<file path="config.mk">
export PLATFORM = sky130hd
export DESIGN_NAME = seq_sign_mult_flat
export DESIGN_NICKNAME = d
export VERILOG_FILES = /design/src/rtl/seq_sign_mult_if.sv /design/src/rtl/seq_sign_mult.sv /design/src/flat_wrapper.sv
export SDC_FILE = /design/constraint.sdc
export NUM_CORES = 1
export LEC_CHECK = 0
export BUFFER_PORTS_ARGS = -buffer_cell sky130_fd_sc_hd__buf_2
export CAP_MARGIN = 20
export CORE_MARGIN = 10
export CORE_UTILIZATION = 53
export CTS_BUF_LIST = sky130_fd_sc_hd__clkbuf_4
export CTS_CLUSTER_DIAMETER = 40
export DETAILED_ROUTE_END_ITERATION = 12
export PLACE_DENSITY = 0.82
export SYNTH_ARGS = -nofsm -noshare
export SYNTH_HDL_FRONTEND = slang
export SYNTH_SLANG_ARGS = --single-unit
</file>
<file path="constraint.sdc">
create_clock -name CLK -period 1.8 [get_ports CLK]
set_input_delay 0.36 -clock CLK [delete_from_list [all_inputs] [get_ports CLK]]
set_output_delay 0.36 -clock CLK [all_outputs]
set_load 0.01 [all_outputs]
</file>
<file path="src/rtl/seq_sign_mult_if.sv">
// Handshake and operand/result bundle between the ALU control and the sequential
// signed multiplier.
interface seq_sign_mult_if #(
  parameter int BITS = 4
);
  logic                Start;
  logic [BITS-1:0]     A_Plus;
  logic                A_Neg;
  logic                A_Zero;
  logic [BITS-1:0]     B_Plus;
  logic                B_Neg;
  logic                B_Zero;
  logic                Busy;
  logic                Done;
  logic [2*BITS-1:0]   Product;
  logic                P_Neg;

  modport master (
    output Start, A_Plus, A_Neg, A_Zero, B_Plus, B_Neg, B_Zero,
    input  Busy, Done, Product, P_Neg
  );

  modport slave (
    input  Start, A_Plus, A_Neg, A_Zero, B_Plus, B_Neg, B_Zero,
    output Busy, Done, Product, P_Neg
  );
endinterface

</file>
<file path="src/rtl/seq_sign_mult.sv">
// Sequential sign/magnitude multiplier: BITS-cycle shift-add on the magnitudes,
// then one cycle to apply the product sign. Start/Busy/Done handshake.
module seq_sign_mult #(
  parameter int BITS = 4
) (
  input  logic            CLK,
  input  logic            RST_N,
  seq_sign_mult_if.slave  bus
);
  localparam int PW = 2 * BITS;
  localparam int CW = $clog2(BITS);
  localparam logic [CW-1:0] LAST_CNT = CW'(BITS - 1);
  localparam logic [PW-1:0] ONE_P    = PW'(1);
  localparam logic [CW-1:0] ONE_C    = CW'(1);

  typedef enum logic [1:0] {
    S_IDLE = 2'd0,
    S_CALC = 2'd1,
    S_NEG  = 2'd2,
    S_DONE = 2'd3
  } state_t;

  state_t          state_q,   state_d;
  logic [PW-1:0]   acc_q,     acc_d;
  logic [PW-1:0]   mcand_q,   mcand_d;
  logic [BITS-1:0] mplier_q,  mplier_d;
  logic [CW-1:0]   count_q,   count_d;
  logic            sign_q,    sign_d;
  logic            busy_q,    busy_d;
  logic            done_q,    done_d;
  logic [PW-1:0]   product_q, product_d;
  logic            p_neg_q,   p_neg_d;

  // Next-state and datapath: Busy/Done are computed from the next state so they are registered.
  always_comb begin
    state_d   = state_q;
    acc_d     = acc_q;
    mcand_d   = mcand_q;
    mplier_d  = mplier_q;
    count_d   = count_q;
    sign_d    = sign_q;
    product_d = product_q;
    p_neg_d   = p_neg_q;
    busy_d    = 1'b0;
    done_d    = 1'b0;

    case (state_q)
      S_IDLE, S_DONE: begin
        if (bus.Start) begin
          mcand_d  = {{BITS{1'b0}}, bus.A_Plus};
          mplier_d = bus.B_Plus;
          sign_d   = bus.A_Neg ^ bus.B_Neg;
          acc_d    = '0;
          count_d  = '0;
          if (bus.A_Zero | bus.B_Zero) begin
            state_d   = S_DONE;
            product_d = '0;
            p_neg_d   = 1'b0;
            done_d    = 1'b1;
          end else begin
            state_d = S_CALC;
            busy_d  = 1'b1;
          end
        end else begin
          state_d = S_IDLE;
        end
      end
      S_CALC: begin
        if (mplier_q[0]) begin
          acc_d = acc_q + mcand_q;
        end else begin
          acc_d = acc_q;
        end
        mcand_d  = mcand_q << 1;
        mplier_d = mplier_q >> 1;
        count_d  = count_q + ONE_C;
        busy_d   = 1'b1;
        if (count_q == LAST_CNT) begin
          state_d = S_NEG;
        end else begin
          state_d = S_CALC;
        end
      end
      S_NEG: begin
        // Magnitude is never zero here, so the latched sign is the product sign.
        if (sign_q) begin
          product_d = ~acc_q + ONE_P;
        end else begin
          product_d = acc_q;
        end
        p_neg_d = sign_q;
        state_d = S_DONE;
        done_d  = 1'b1;
      end
      default: begin
        state_d = S_IDLE;
      end
    endcase
  end

  // State and output registers with synchronous active-low reset.
  always_ff @(posedge CLK) begin
    if (!RST_N) begin
      state_q   <= S_IDLE;
      acc_q     <= '0;
      mcand_q   <= '0;
      mplier_q  <= '0;
      count_q   <= '0;
      sign_q    <= 1'b0;
      busy_q    <= 1'b0;
      done_q    <= 1'b0;
      product_q <= '0;
      p_neg_q   <= 1'b0;
    end else begin
      state_q   <= state_d;
      acc_q     <= acc_d;
      mcand_q   <= mcand_d;
      mplier_q  <= mplier_d;
      count_q   <= count_d;
      sign_q    <= sign_d;
      busy_q    <= busy_d;
      done_q    <= done_d;
      product_q <= product_d;
      p_neg_q   <= p_neg_d;
    end
  end

  assign bus.Busy    = busy_q;
  assign bus.Done    = done_q;
  assign bus.Product = product_q;
  assign bus.P_Neg   = p_neg_q;
endmodule
</file>
<file path="src/flat_wrapper.sv">
// flat-port wrapper written by rule: the top's interface ports become plain ports
module seq_sign_mult_flat 
#(
  parameter int BITS = 4
)
  (CLK, RST_N, bus_Start, bus_A_Plus, bus_A_Neg, bus_A_Zero, bus_B_Plus, bus_B_Neg, bus_B_Zero, bus_Busy, bus_Done, bus_Product, bus_P_Neg);
  seq_sign_mult_if #(.BITS(BITS)) bus_i ();
  input  logic CLK;
  input  logic RST_N;
  input wire logic [$bits(bus_i.Start)-1:0] bus_Start;
  input wire logic [$bits(bus_i.A_Plus)-1:0] bus_A_Plus;
  input wire logic [$bits(bus_i.A_Neg)-1:0] bus_A_Neg;
  input wire logic [$bits(bus_i.A_Zero)-1:0] bus_A_Zero;
  input wire logic [$bits(bus_i.B_Plus)-1:0] bus_B_Plus;
  input wire logic [$bits(bus_i.B_Neg)-1:0] bus_B_Neg;
  input wire logic [$bits(bus_i.B_Zero)-1:0] bus_B_Zero;
  output wire logic [$bits(bus_i.Busy)-1:0] bus_Busy;
  output wire logic [$bits(bus_i.Done)-1:0] bus_Done;
  output wire logic [$bits(bus_i.Product)-1:0] bus_Product;
  output wire logic [$bits(bus_i.P_Neg)-1:0] bus_P_Neg;
  assign bus_i.Start = bus_Start;
  assign bus_i.A_Plus = bus_A_Plus;
  assign bus_i.A_Neg = bus_A_Neg;
  assign bus_i.A_Zero = bus_A_Zero;
  assign bus_i.B_Plus = bus_B_Plus;
  assign bus_i.B_Neg = bus_B_Neg;
  assign bus_i.B_Zero = bus_B_Zero;
  assign bus_Busy = bus_i.Busy;
  assign bus_Done = bus_i.Done;
  assign bus_Product = bus_i.Product;
  assign bus_P_Neg = bus_i.P_Neg;
  seq_sign_mult #(.BITS(BITS)) u_core (.CLK(CLK), .RST_N(RST_N), .bus(bus_i));
endmodule
</file>
* After elaboration in Yosys (flattened, before gate mapping)
Cells that the tools add are included.
** Word-level totals
- ROM bits :: 0
- Register bits after elaboration :: 36
- Memories kept :: 0
- Bits of input ports :: 15
- Latch bits :: 0
- Output and inout port bits :: 11
- Memory bits (writable) :: 0
** Operators by class
- $mul :: 0
- $add $sub $neg :: 3
- Multiplexer cells :: 26
- Equal/unequal tests :: 7
- Div/mod/pow operators :: 0
- $lt $le $gt $ge :: 0
- Bitwise operators :: 3
- Shift operators :: 0
- Reductions and logical operators :: 8
** Operators with widths (number)
- 8-bit two-way mux :: 6
- 8-bit case mux with 2 select lines :: 3
- 8-bit by 1-bit adder with 8-bit output, second input constant :: 1
- 8-bit adder :: 1
- 2-bit two-way mux :: 4
- 8-bit NOT :: 1
- 4-bit case mux with 2 select lines :: 1
- 2-bit == test, second input constant :: 3
- 1-bit two-way mux :: 6
- 1-bit case mux with 2 select lines :: 3
- 2-bit case mux with 3 select lines :: 1
- 3-bit AND reduction :: 2
- 4-bit two-way mux :: 1
- 2-bit by 1-bit inequality test with 1-bit output, second input constant :: 2
- 2-bit case mux with 2 select lines :: 1
- 2-bit AND reduction :: 2
- 2-bit nonzero test :: 2
- 2-bit by 1-bit adder with 2-bit output, second input constant :: 1
- 2-bit by 1-bit == test with 1-bit output, second input constant :: 1
- 2-bit logical NOT :: 1
- 2-bit inequality test, second input constant :: 1
- 2-bit OR reduction :: 1
- 1-bit bitwise OR :: 1
- 1-bit bitwise XOR :: 1

* Depth between registers and ports, before layout
- Depth after elaboration :: 4
- Mapped depth :: 8
- Gate-level depth less buffers :: 7

* Least setup slack after synthesis
Ideal clock, no wire load.
- Path kind :: reg-to-reg
- From :: register u_core.acc_q[0]
- To :: register u_core.acc_q[6]
- Slack :: 57 ps
- Data arrival time :: 1621 ps
- Clock period less this slack :: 1743 ps
- Cell stages (with the launch flop) :: 8
- Cells stage by stage :: dfxtp_1 -> ha_1 -> fa_1 -> a21o_1 -> a21oi_1 -> o211ai_1 -> xnor2_1 -> o21ai_0
** Between the ends
- Word-level cells in the longest chain between the ends :: 3
** Ends and longest elaborated chain
- from (decl) :: line seq_sign_mult.sv:24 : logic [PW-1:0] acc_q, acc_d;
- from (signal assigned) :: line seq_sign_mult.sv:105 : acc_q <= '0;
- from (signal assigned) :: line seq_sign_mult.sv:116 : acc_q <= acc_d;
- 8-bit adder :: line seq_sign_mult.sv:70 : acc_d = acc_q + mcand_q;
- 8-bit two-way mux :: line seq_sign_mult.sv:69 : if (mplier_q[0]) begin
- 8-bit case mux with 2 select lines :: line seq_sign_mult.sv:47 : case (state_q)
No other way between the ends. The select of a mux whose other input is x is not followed.
A chain may end at the register's enable or synchronous reset.

* Worst setup path in the final report
- From :: register u_core.state_q[0]
- To :: register u_core.acc_q[7]
** Between the ends
- Word-level cells in the longest chain between the ends :: 4
- Elaborated cells on any way between the ends :: 9
** Ends and longest elaborated chain
- from (decl) :: line seq_sign_mult.sv:23 : state_t state_q, state_d;
- from (signal assigned) :: line seq_sign_mult.sv:115 : state_q <= state_d;
- 2-bit == test or 2-bit logical NOT (tied branches) :: line seq_sign_mult.sv:47
- 2-bit OR reduction :: line seq_sign_mult.sv:47
- 2-bit inequality test (no line) or 2-bit nonzero test (tied branches)
- 3-bit AND reduction (no line)
Parallel ways exist; a longest one is shown, timed or not.

==> out/metrics.cfg <==
[min_path]
hp-class = primary input to flip-flop

[power_and_ir_drop]
p_leak_nw = 1.03
p_switching_mw = 0.605
power.share.switching = 0.323
power_report.internal_total_mw = 1.27
p_total_mw = 1.88
powerDensity_nw_per_um2 = 799
p_clk_frac = 0.226
comb_power_share = 0.291
seqPwrFrac = 0.483
peakVddDrop_mv = 0.477

[synth]
synth_top_flop_cell = dfxtp_1
synthAdderAreaFrac = 0.0816
synthArstFlopShare = 0
ys_top_cells_by_count = dfxtp_1, nand2_1, nor2b_1
yosysTopAreaCell = dfxtp_1
syn_area_per_cell_sq_um = 9.16
netlist_instances = 211
synth.most_common_cell = dfxtp_1
synth-simple-area-share = 0.177
synth_top_family_by_area = compound AO/OA/AOI/OAI gates
muxShareOfSynthArea = 0.0421
synth-edff-count = 0
synth_nets = 238
synthXorXnorAreaFrac = 0.0544
netlist_area_sq_um = 1930
synth.distinct_cells = 46
ys_warn_count = 0
synth_top_cells_by_area = dfxtp_1, ha_1, a22oi_1
ys_seq_area_frac = 0.373
synth_compound_area_frac = 0.233
yosys.area.top_type_share = 0.373
synth_seq_cells = 36

[global_routing]
antenna_found_initial = 0
grt_pass1_vias = 1588
grt_pass1_wl_microns = 7060
grt_max_degree = 18
grt_usage = 0.136
grt.overflow.total = 0

[final_layout]
nets = 282
area_growth_syn_to_layout_pct = 21.4
stdcell_count = 301
n_antenna_cell = 0
drive_gt1_frac = 0.298
fin_util = 0.687

[job]
cap_viol_max_count = 0

[critical_path]
crit_slowest_cell = dfxtp_1
cp_cell_sequence = inv_1 -> ha_1 -> nand2b_1 -> and3_4 -> nand2_1 -> or2_2 -> o221ai_1
crit_buf_inv = 1
critical_path_required_ns = 2.08
crit_type = flip-flop to flip-flop
cp.arrival_ns = 1.97
critPathTopFamily = simple AND/OR/NAND/NOR gates
path_max_fanout = 5
crit_path_end_kind = flip-flop
start_kind = flip-flop
max_stage_delay_ns = 0.35

[die]
die_w_microns = 80.4
initial_core_util = 0.566
dieArea_sq_um = 6460
ioPinCount = 26
die_h_microns = 80.4
coreArea_sq_um = 3420
row_count = 21

[clocking]
cts_sinks = 36
cts_tree = done
numCtsBuffers = 5
clk_pin_slew_worst_paths_ns = 0.11
cts.path.max_buffers = 2
postCtsHoldBufs = 0
insertion_delay_ns = 0.35
cts-root-buf = clkbuf_4
htree_levels = 2

[place]
hpwlAfterDp_microns = 3320
gp_congestion = 0.869
io_buffers = 25
post-place-cells = 293
post-place-ws_ns = -0.0446

[sta]
finalWorstSetupSlack_ns = 0.103
whs_ns = 0.292
slew_headroom = 0.698
final.period_utilization = 0.943
setup_violations = 0
grt_setup_unrepaired = false
finClkSkew_ns = 0.00878
hold_viol_final = 0
drv_slew = 0
fmax_mhz = 589
min_period_ns = 1.70
worst_pin_slew_ns = 0.452

[route]
antenna_left = 0
vias = 1635
drtIter0Drc = 59
dr.pass1.iters = 4
drc = 0
wl_per_cell_microns = 14.1
routed_wl_microns = 4250
vias_per_cell = 5.43

[outcome]
status = complete, no violations

through the flow:
step	setup TNS, ns	instance area (sq um)
final	0	2350
after global routing	0	2350
after CTS	0	2290
after detailed placement	-0.0659	2230
after global placement	0	2230
after floorplan	0	1930
cell families (layout without fill, tap and decap cells):
family,after synthesis,count (layout)
xor+xnor,12,12
fa+ha+maj,12,12
flops,36,36
simple gates,66,66
compound gates,58,58
buf+inv,19,63
mux,8,8
timing repair:
item	4_1_cts	5_1_grt
endpoints found under the setup margin	3	5
setup buffers	0	1
resized for setup	2	16
gates cloned	0	0
pin swaps	0	7
power by group through the flow:
stage                     clock, mW  combinational, mW  sequential (mW)
after floorplan                   0              0.345            0.906
after global placement            0              0.506            0.917
final                         0.424              0.545            0.906
after detailed placement          0              0.518            0.921
after CTS                     0.430              0.523            0.902
after global routing          0.468              0.604            0.913
area by class of cell:
| class | count | area [sq um] |
|---|---|---|
| clock buffers | 6 | 45.0 |
| well taps | 46 | 57.6 |
| multi-input cells | 156 | 1190 |
| flip-flops and latches | 36 | 724 |
| repair buffers | 47 | 294 |
| inverters | 9 | 33.8 |
| clock inverters | 1 | 5.00 |
| fillers | 286 | 1070 |
placed cells by master, fill, tap and decap left out, drive strengths merged, types with 2 or more instances in the layout:
master / synthesis / layout
xor2: 3 / 3
and2: 4 / 4
inv: 9 / 9
mux2i: 7 / 7
a21oi: 5 / 5
nand2b: 2 / 2
ha: 11 / 11
a211oi: 2 / 2
o2bb2ai: 2 / 2
a21boi: 7 / 7
a21o: 2 / 2
xnor2: 9 / 9
nor2: 4 / 4
nor3: 2 / 2
nor2b: 13 / 13
o21ai: 11 / 11
o211ai: 2 / 2
a22oi: 11 / 11
nand2: 21 / 21
clkbuf: 9 / 6
nand3: 12 / 12
and3: 3 / 3
dfxtp: 36 / 36
o211a: 7 / 7
buf: 1 / 47
routing by layer:
layer	wire length (microns)	part of all wire	vias to the layer above	GRT usage
li1	-	-	841	-
met1	1890	0.45	761	0.153
met2	2080	0.49	28	0.231
met3	226	0.053	5	0.0367
met4	48	0.011	0	0.0634
met5	0	0	-	0
worst min-delay path, cell delays in order:
cell,delay [ns]
buf_2,0.08
a22oi_1,0.05
nor2b_1,0.10
worst paths after layout:
kind                                             end  depth (start not counted)                                from  slack (ns)
setup / recovery        u_core.acc_q[7]$_SDFFE_PN0P_                          7        u_core.state_q[0]$_SDFF_PN0_        0.10
hold reg to reg   u_core.bus.Product[6]$_SDFFE_PN0P_                          2  u_core.bus.Product[6]$_SDFFE_PN0P_        0.46
hold / removal        u_core.mcand_q[0]$_SDFFE_PN0P_                          3                       bus_A_Plus[0]        0.29
setup reg to reg        u_core.acc_q[7]$_SDFFE_PN0P_                          7        u_core.state_q[0]$_SDFF_PN0_        0.10
registers in the layout, summed over array words and instances, names as in the netlist:
register / count
u_core.acc_q: 8
u_core.bus.Busy: 1
u_core.bus.Done: 1
u_core.bus.P_Neg: 1
u_core.bus.Product: 8
u_core.count_q: 2
u_core.mcand_q: 8
u_core.mplier_q: 4
u_core.sign_q: 1
u_core.state_q: 2
Note: power is estimated with default switching activity, not from simulation.
